## config.mk

```make
export PLATFORM = sky130hd
export DESIGN_NAME = toggle_event_rx
export DESIGN_NICKNAME = d
export VERILOG_FILES = /design/src/rtl/toggle_event_rx.sv
export SDC_FILE = /design/constraint.sdc
export NUM_CORES = 1
export LEC_CHECK = 0
export BUFFER_PORTS_ARGS = -buffer_cell sky130_fd_sc_hd__buf_2
export CORE_MARGIN = 3
export CORE_UTILIZATION = 55
export CTS_CLUSTER_SIZE = 8
export DETAILED_ROUTE_END_ITERATION = 7
export HOLD_SLACK_MARGIN = 0.08
export PLACE_DENSITY = 0.79
export SLEW_MARGIN = 20
export SYNTH_ARGS = -nofsm -noshare
export SYNTH_HDL_FRONTEND = slang
export SYNTH_SLANG_ARGS = --single-unit
```

## constraint.sdc

```tcl
create_clock -name qzt -period 4.2 [get_ports qzt]
set_input_delay 0 -clock qzt [delete_from_list [all_inputs] [get_ports qzt]]
set_output_delay 0 -clock qzt [all_outputs]
set_load 0.1 [all_outputs]
```

## src/rtl/toggle_event_rx.sv

```systemverilog
// rtl/toggle_event_rx.sv - toggle-encoded event receiver with pending queue; optional deglitch via TOGGLE_RX_DEGLITCH_EN
module toggle_event_rx #(
  parameter int SYNC_STAGES = 2,
  parameter int PEND_W      = 3,
  parameter int CNT_W       = 16,
  parameter int GLITCH_CYC  = 4
) (
  input  logic              qzt,
  input  logic              rst_n,
  input  logic              tog_in,
  input  logic              evt_ack,
  input  logic              clr_ovf,
  output logic              evt_valid,
  output logic [PEND_W-1:0] pending,
  output logic [CNT_W-1:0]  evt_count,
  output logic              overflow
);

  localparam logic [PEND_W-1:0] PEND_MAX   = '1;
  localparam int                PRIME_W    = $clog2(SYNC_STAGES + 1) + 1;
  localparam logic [PRIME_W-1:0] PRIME_LAST = PRIME_W'(SYNC_STAGES);

  typedef enum logic {ST_PRIME, ST_RUN} state_t;

  if (SYNC_STAGES < 2 || SYNC_STAGES > 4 || GLITCH_CYC < 1 || PEND_W < 1 || CNT_W < 1) begin : g_bad_params
    $error("toggle_event_rx: illegal parameter set");
  end

  state_t                 state;
  logic [PRIME_W-1:0]     prime_cnt;
  logic [SYNC_STAGES-1:0] sync_q;
  logic                   sync_val;
  logic                   tog_ref;
  logic                   differ;
  logic                   trans;
  logic                   ack_ok;
  logic                   pend_full;

  assign sync_val = sync_q[SYNC_STAGES-1];
  assign differ   = (sync_val != tog_ref);

  // Synchronizer chain: the only consumer of the raw asynchronous line
  always_ff @(posedge qzt or negedge rst_n) begin
    if (!rst_n) begin
      sync_q <= '0;
    end else begin
      sync_q <= {sync_q[SYNC_STAGES-2:0], tog_in};
    end
  end

`ifdef TOGGLE_RX_DEGLITCH_EN
  localparam int                 GLITCH_W    = $clog2(GLITCH_CYC) + 1;
  localparam logic [GLITCH_W-1:0] GLITCH_LAST = GLITCH_W'(GLITCH_CYC - 1);

  logic [GLITCH_W-1:0] glitch_cnt;

  // A level change is accepted on its GLITCH_CYC-th consecutive differing cycle
  assign trans = (state == ST_RUN) && differ && (glitch_cnt == GLITCH_LAST);

  // Stability counter restarts whenever the line returns to the reference level
  always_ff @(posedge qzt or negedge rst_n) begin
    if (!rst_n) begin
      glitch_cnt <= '0;
    end else if (state != ST_RUN || !differ || trans) begin
      glitch_cnt <= '0;
    end else begin
      glitch_cnt <= glitch_cnt + GLITCH_W'(1);
    end
  end
`else
  assign trans = (state == ST_RUN) && differ;
`endif

  // Prime/run sequencing; reference level follows the line while priming
  always_ff @(posedge qzt or negedge rst_n) begin
    if (!rst_n) begin
      state     <= ST_PRIME;
      prime_cnt <= '0;
      tog_ref   <= 1'b0;
    end else begin
      case (state)
        ST_PRIME: begin
          tog_ref <= sync_val;
          if (prime_cnt == PRIME_LAST) begin
            state <= ST_RUN;
          end else begin
            prime_cnt <= prime_cnt + PRIME_W'(1);
          end
        end
        default: begin
          if (trans) begin
            tog_ref <= sync_val;
          end
        end
      endcase
    end
  end

  assign ack_ok    = evt_ack && (pending != '0);
  assign pend_full = (pending == PEND_MAX);

  // Pending queue depth, accepted-event counter and sticky drop flag
  always_ff @(posedge qzt or negedge rst_n) begin
    if (!rst_n) begin
      pending   <= '0;
      evt_count <= '0;
      overflow  <= 1'b0;
    end else begin
      if (trans && (ack_ok || !pend_full)) begin
        evt_count <= evt_count + CNT_W'(1);
      end
      if (trans && !ack_ok && !pend_full) begin
        pending <= pending + PEND_W'(1);
      end else if (!trans && ack_ok) begin
        pending <= pending - PEND_W'(1);
      end
      overflow <= (trans && !ack_ok && pend_full) || (overflow && !clr_ovf);
    end
  end

  assign evt_valid = (pending != '0);

endmodule

```

# [Yosys cells after proc, flatten, opt, wreduce, memory -nomap -nowiden]
# Index checks and enable logic that the tools add are counted.
[op_classes] n_eq_ne=4 muxes=6 n_shift=0 n_reduce_logical=17 n_div=0 n_lt_le_gt_ge=0 n_addsub=4 bitwise_logic=2 n_mul=0
[ops] op="adder 16 x 1 -> 16 bit (second input constant)" count=1
[ops] op="logical AND 1 bit" count=8
[ops] op="adder 3 x 1 -> 3 bit (second input constant)" count=2
[ops] op="two-way mux 3 bit" count=2
[ops] op="logical NOT 1 bit" count=4
[ops] op="two-way mux 1 bit" count=4
[ops] op="== test 3 x 2 -> 1 bit (second input constant)" count=1
[ops] op="== test 3 bit (second input constant)" count=1
[ops] op="nonzero test 3 bit" count=1
[ops] op="subtractor 3 x 1 -> 3 bit (second input constant)" count=1
[ops] op="logical OR 1 bit" count=2
[ops] op="inequality test 2 x 1 -> 1 bit (second input constant)" count=1
[ops] op="inverter 1 bit" count=2
[ops] op="AND reduction 2 bit" count=1
[ops] op="nonzero test 2 bit" count=1
[ops] op="inequality test 1 bit" count=1
[totals] reg_bits=27 latchBits=0 mem_bits_rw=0 word_cells=40 mem_bits_ro=0 output_inout_bits=21 mem_count=0

# [Logic depth before layout (Yosys ltp)]
[depth] ltp_word=6 depth_mapped=9

# [Worst setup path after synthesis]
# OpenSTA, ideal clock, no wires.
[synth_timing] path_type="register -> register" from="register pending[1]" to="register pending[1]" setup_ns=0.139 path_buffers=1 stages_incl_launch_ff=9 period_less_slack_ns=2.557 setup_slack_ns=1.643 t_arrival_ns=2.418 t_required_ns=4.061 path_cell_list="dfrtp_1 -> buf_2 -> o21a_1 -> nor2_1 -> o21ai_0 -> fa_1 -> nand3_1 -> mux2_2 -> o2111ai_1"
[synth_between] elab_chain_cells=6 elab_cells_between_ends=13
[synth_rtl] item="start: declaration" line="14" text="output logic [PEND_W-1:0] pending,"
[synth_rtl] item="start signal: assignment" line="113" text="pending <= pending + PEND_W'(1);"
[synth_rtl] item="start signal: assignment" line="115" text="pending <= pending - PEND_W'(1);"
[synth_rtl] item="parallel branches: the longest is 6 deep, another holds subtractor 3 x 1 -> 3 bit"
# Parallel ways; which one is timed is not known. The select of a mux whose other input is x is not followed.
# A chain may end at the register's enable or synchronous reset.

# [Final worst setup path]
[layout_timing] from="register sync_q[1]" to="register pending[1]"
[layout_between] elab_chain_cells=5 elab_cells_between_ends=8
[layout_rtl] item="start: declaration" line="31" text="logic [SYNC_STAGES-1:0] sync_q;"
[layout_rtl] item="start signal: assignment" line="47" text="sync_q <= {sync_q[SYNC_STAGES-2:0], tog_in};"
[layout_rtl] item="inequality test 1 bit *" line="40" text="assign differ = (sync_val != tog_ref);"
[layout_rtl] item="logical AND 1 bit *" line="71" text="assign trans = (state == ST_RUN) && differ;"
[layout_rtl] item="logical AND 1 bit / logical NOT 1 bit (equally long branches)" line="112, 114"
[layout_rtl] item="logical AND 1 bit (on tied branches)" line="112, 114"
[layout_rtl] item="two-way mux 3 bit / nonzero test 2 bit (equally long branches)"
# Every way passes the cells marked *; elsewhere a longest branch is shown, timed or not.

==> impl_metrics.tcl <==
set metrics [dict create \
    status "completed" \
    io_pins 26 \
    grt_setup_unrepaired "no" \
    clk_pin_slew_worst_paths_ns 0.13 \
    via_count 1087 \
    portBuffers 25 \
    drt-total-wl_mm 2.855 \
    rows 17 \
    hold_path.class "in2reg" \
    n_antenna_cell 0 \
    synth-edff-count 0 \
    rrSetupSlack_ns 1.99 \
    crit_fanout 10 \
    p_per_area_mw_per_mm2 710.6 \
    reg2reg_depth 7 \
    ant_nets 0 \
    die_area_sq_mm 0.003223 \
    grt_pass1_wl_mm 4.919 \
    hpwl_mm 2.031 \
    fmax_mhz 452.3 \
    syn_inst 131 \
    worst_pin_slew_ns 0.5999 \
    setup_viol 0 \
    final_cell_mix "27 x dfrtp_1, 25 x buf_2, 15 x xnor2_1" \
    r2r-end "pending[1]" \
    crit_type "reg2reg" \
    instances_no_fill 185 \
    netlist-cell-type-count 41 \
    gr-total-overflow 0 \
    crit_required_ns 4.45 \
    fillers 185 \
    core_area_sq_mm 0.002318 \
    layout_commonest_cell "dfrtp_1" \
    drt-wirelength-per-cell_microns 15.43 \
    area_growth_syn_to_layout_pct 13.15 \
    cts_buffer_depth 2 \
    clock_sink_count 27 \
    slew-limit-headroom_pct 60.01 \
    cts_resized 0 \
    syn_avg_cell_area_sq_um 10.82 \
    power.total_mw 1.140 \
    drt-initial-drc-count 36 \
    drive_above_1_share_pct 24.20 \
    drt-vias-per-instance 5.876 \
    grt_max_degree 28 \
    crit_arrival_ns 2.46 \
    drv_slew 0 \
    insertion_delay_ns 0.35 \
    cts_root_buf "clkbuf_4" \
    grt_usage_pct 19.24 \
    drv_cap 0 \
    synth.net_count 140 \
    start_util_pct 61.14 \
    rr_startpoint "sync_q[1]" \
    ys_warn_count 0 \
    ir_drop_mv 0.8378 \
    startpoint "sync_q[1]" \
    cts_buffers 3 \
    clock_skew_ns 0.02259 \
    grt_pass1_vias 1054 \
    ys_ff_latch 27 \
    period_needed_ns 2.211 \
    crit_path_start_kind "flop" \
    drt_first_pass_iters 4 \
    fin_crit_sh_pct 52.64 \
    endpoint "pending[1]" \
    htree_levels 1 \
    final_core_util_pct 69.19 \
    fp.dieH_microns 56.77 \
    hold_viol_final 0 \
    critPathCaptureType "flop" \
    drc 0 \
    async_reset_ff_share_pct 100.0 \
    seq_area_frac_synth_pct 47.66 \
    p_leak_nw 0.7308 \
    cts_tree "done" \
    die_w_microns 56.77 \
    antenna_found_initial 0 \
    gp_congestion 0.8070 \
    mappedNetlistArea_sq_mm 0.001418 \
    fin_nets 167 \
    finalSetupTns_ns 0 \
    ys.flop_type "dfrtp_1" \
    place_inst 178 \
    post_cts.repair.setup_buffers 0 \
]
## area by class of cell
cell class | count | area (sq um) | area share [%]
Clock inverter | 1 | 7.507 | 0.4680
Tap cell | 28 | 35.03 | 2.184
Timing Repair Buffer | 28 | 155.1 | 9.672
Sequential cell | 27 | 675.6 | 42.12
Clock buffer | 3 | 22.52 | 1.404
Multi-Input combinational cell | 91 | 681.9 | 42.51
Inverter | 7 | 26.28 | 1.638
## synthesized netlist by cell type, types with 3 or more instances
master	n	area (sq um)
dfrtp_1	27	675.7
xnor2_1	15	131.4
nand4_1	9	56.30
inv_1	7	26.28
nand2_1	6	22.52
nand3_1	6	30.03
o21ai_0	5	25.02
a21oi_1	4	20.02
nor2_1	4	15.01
buf_2	3	15.01
ha_1	3	37.54
nand2b_1	3	18.77
nor3_1	3	15.01
## worst max-delay path: stages (launching register included)
cell	delay [ns]
dfrtp_1	0.46
xnor2_2	0.20
nor2_4	0.24
o21ai_0	0.18
fa_1	0.58
nand3_1	0.09
mux2_2	0.29
o2111ai_1	0.10
## power by group
part | switching (mW) | internal, mW
combinational | 0.482 | 0.142
clock | 0.0822 | 0.0366
sequential | 0.0890 | 0.308
total | 0.653 | 0.487
## state kept, by name, indices dropped and copies added (netlist names)
register / cells
prime_cnt: 3
state: 1
tog_ref: 1
pending: 3
evt_count: 16
overflow: 1
sync_q: 2
## per-layer routing
metal  GRT usage, %  part of all wire, %
met1          25.44                   45
met2          31.68                   48
met3          3.218                  5.6
met4          6.954                  1.6
met5              0                    0
## worst min-delay path by stage
stage	from	endpoint	slack (ns)	cells after the start
6_report	evt_ack	pending[1]	0.13	4
5_1_grt	evt_ack	pending[1]	0.18	4
4_1_cts	evt_ack	pending[1]	0.12	4
3_5_place_dp	rst_n	evt_count[11]	0.04	1
3_3_place_gp	rst_n	evt_count[11]	0.03	1
2_1_floorplan	rst_n	evt_count[0]	-0.30	0
## logic make-up (layout without fill, tap and decap cells)
logic type / after synthesis / in the layout / share of synthesized area (%)
buffers and inverters: 13 / 39 / 4.237
AO/OA/AOI/OAI: 22 / 22 / 10.68
XOR/XNOR: 19 / 19 / 12.80
AND/OR/NAND/NOR: 44 / 44 / 18.98
flip-flops: 27 / 27 / 47.66
adder cells (fa/ha/maj): 4 / 4 / 4.060
multiplexers: 2 / 2 / 1.589
## metrics by stage
stage | setup slack, ns | instance area [sq um] | hold WS (ns)
after global routing | 1.802 | 1604 | 0.1837
after global placement | 2.126 | 1544 | 0.03405
after detailed placement | 2.033 | 1544 | 0.04036
after floorplan | 1.643 | 1418 | -0.2956
final | 1.989 | 1604 | 0.1309
after CTS | 2.003 | 1604 | 0.1205
## timing repair
item	in CTS	in global routing
hold buffers	3	0
hold endpoints to repair	29	0
setup endpoints to repair	0	0
No activity file was read; power rests on OpenSTA's default activity.
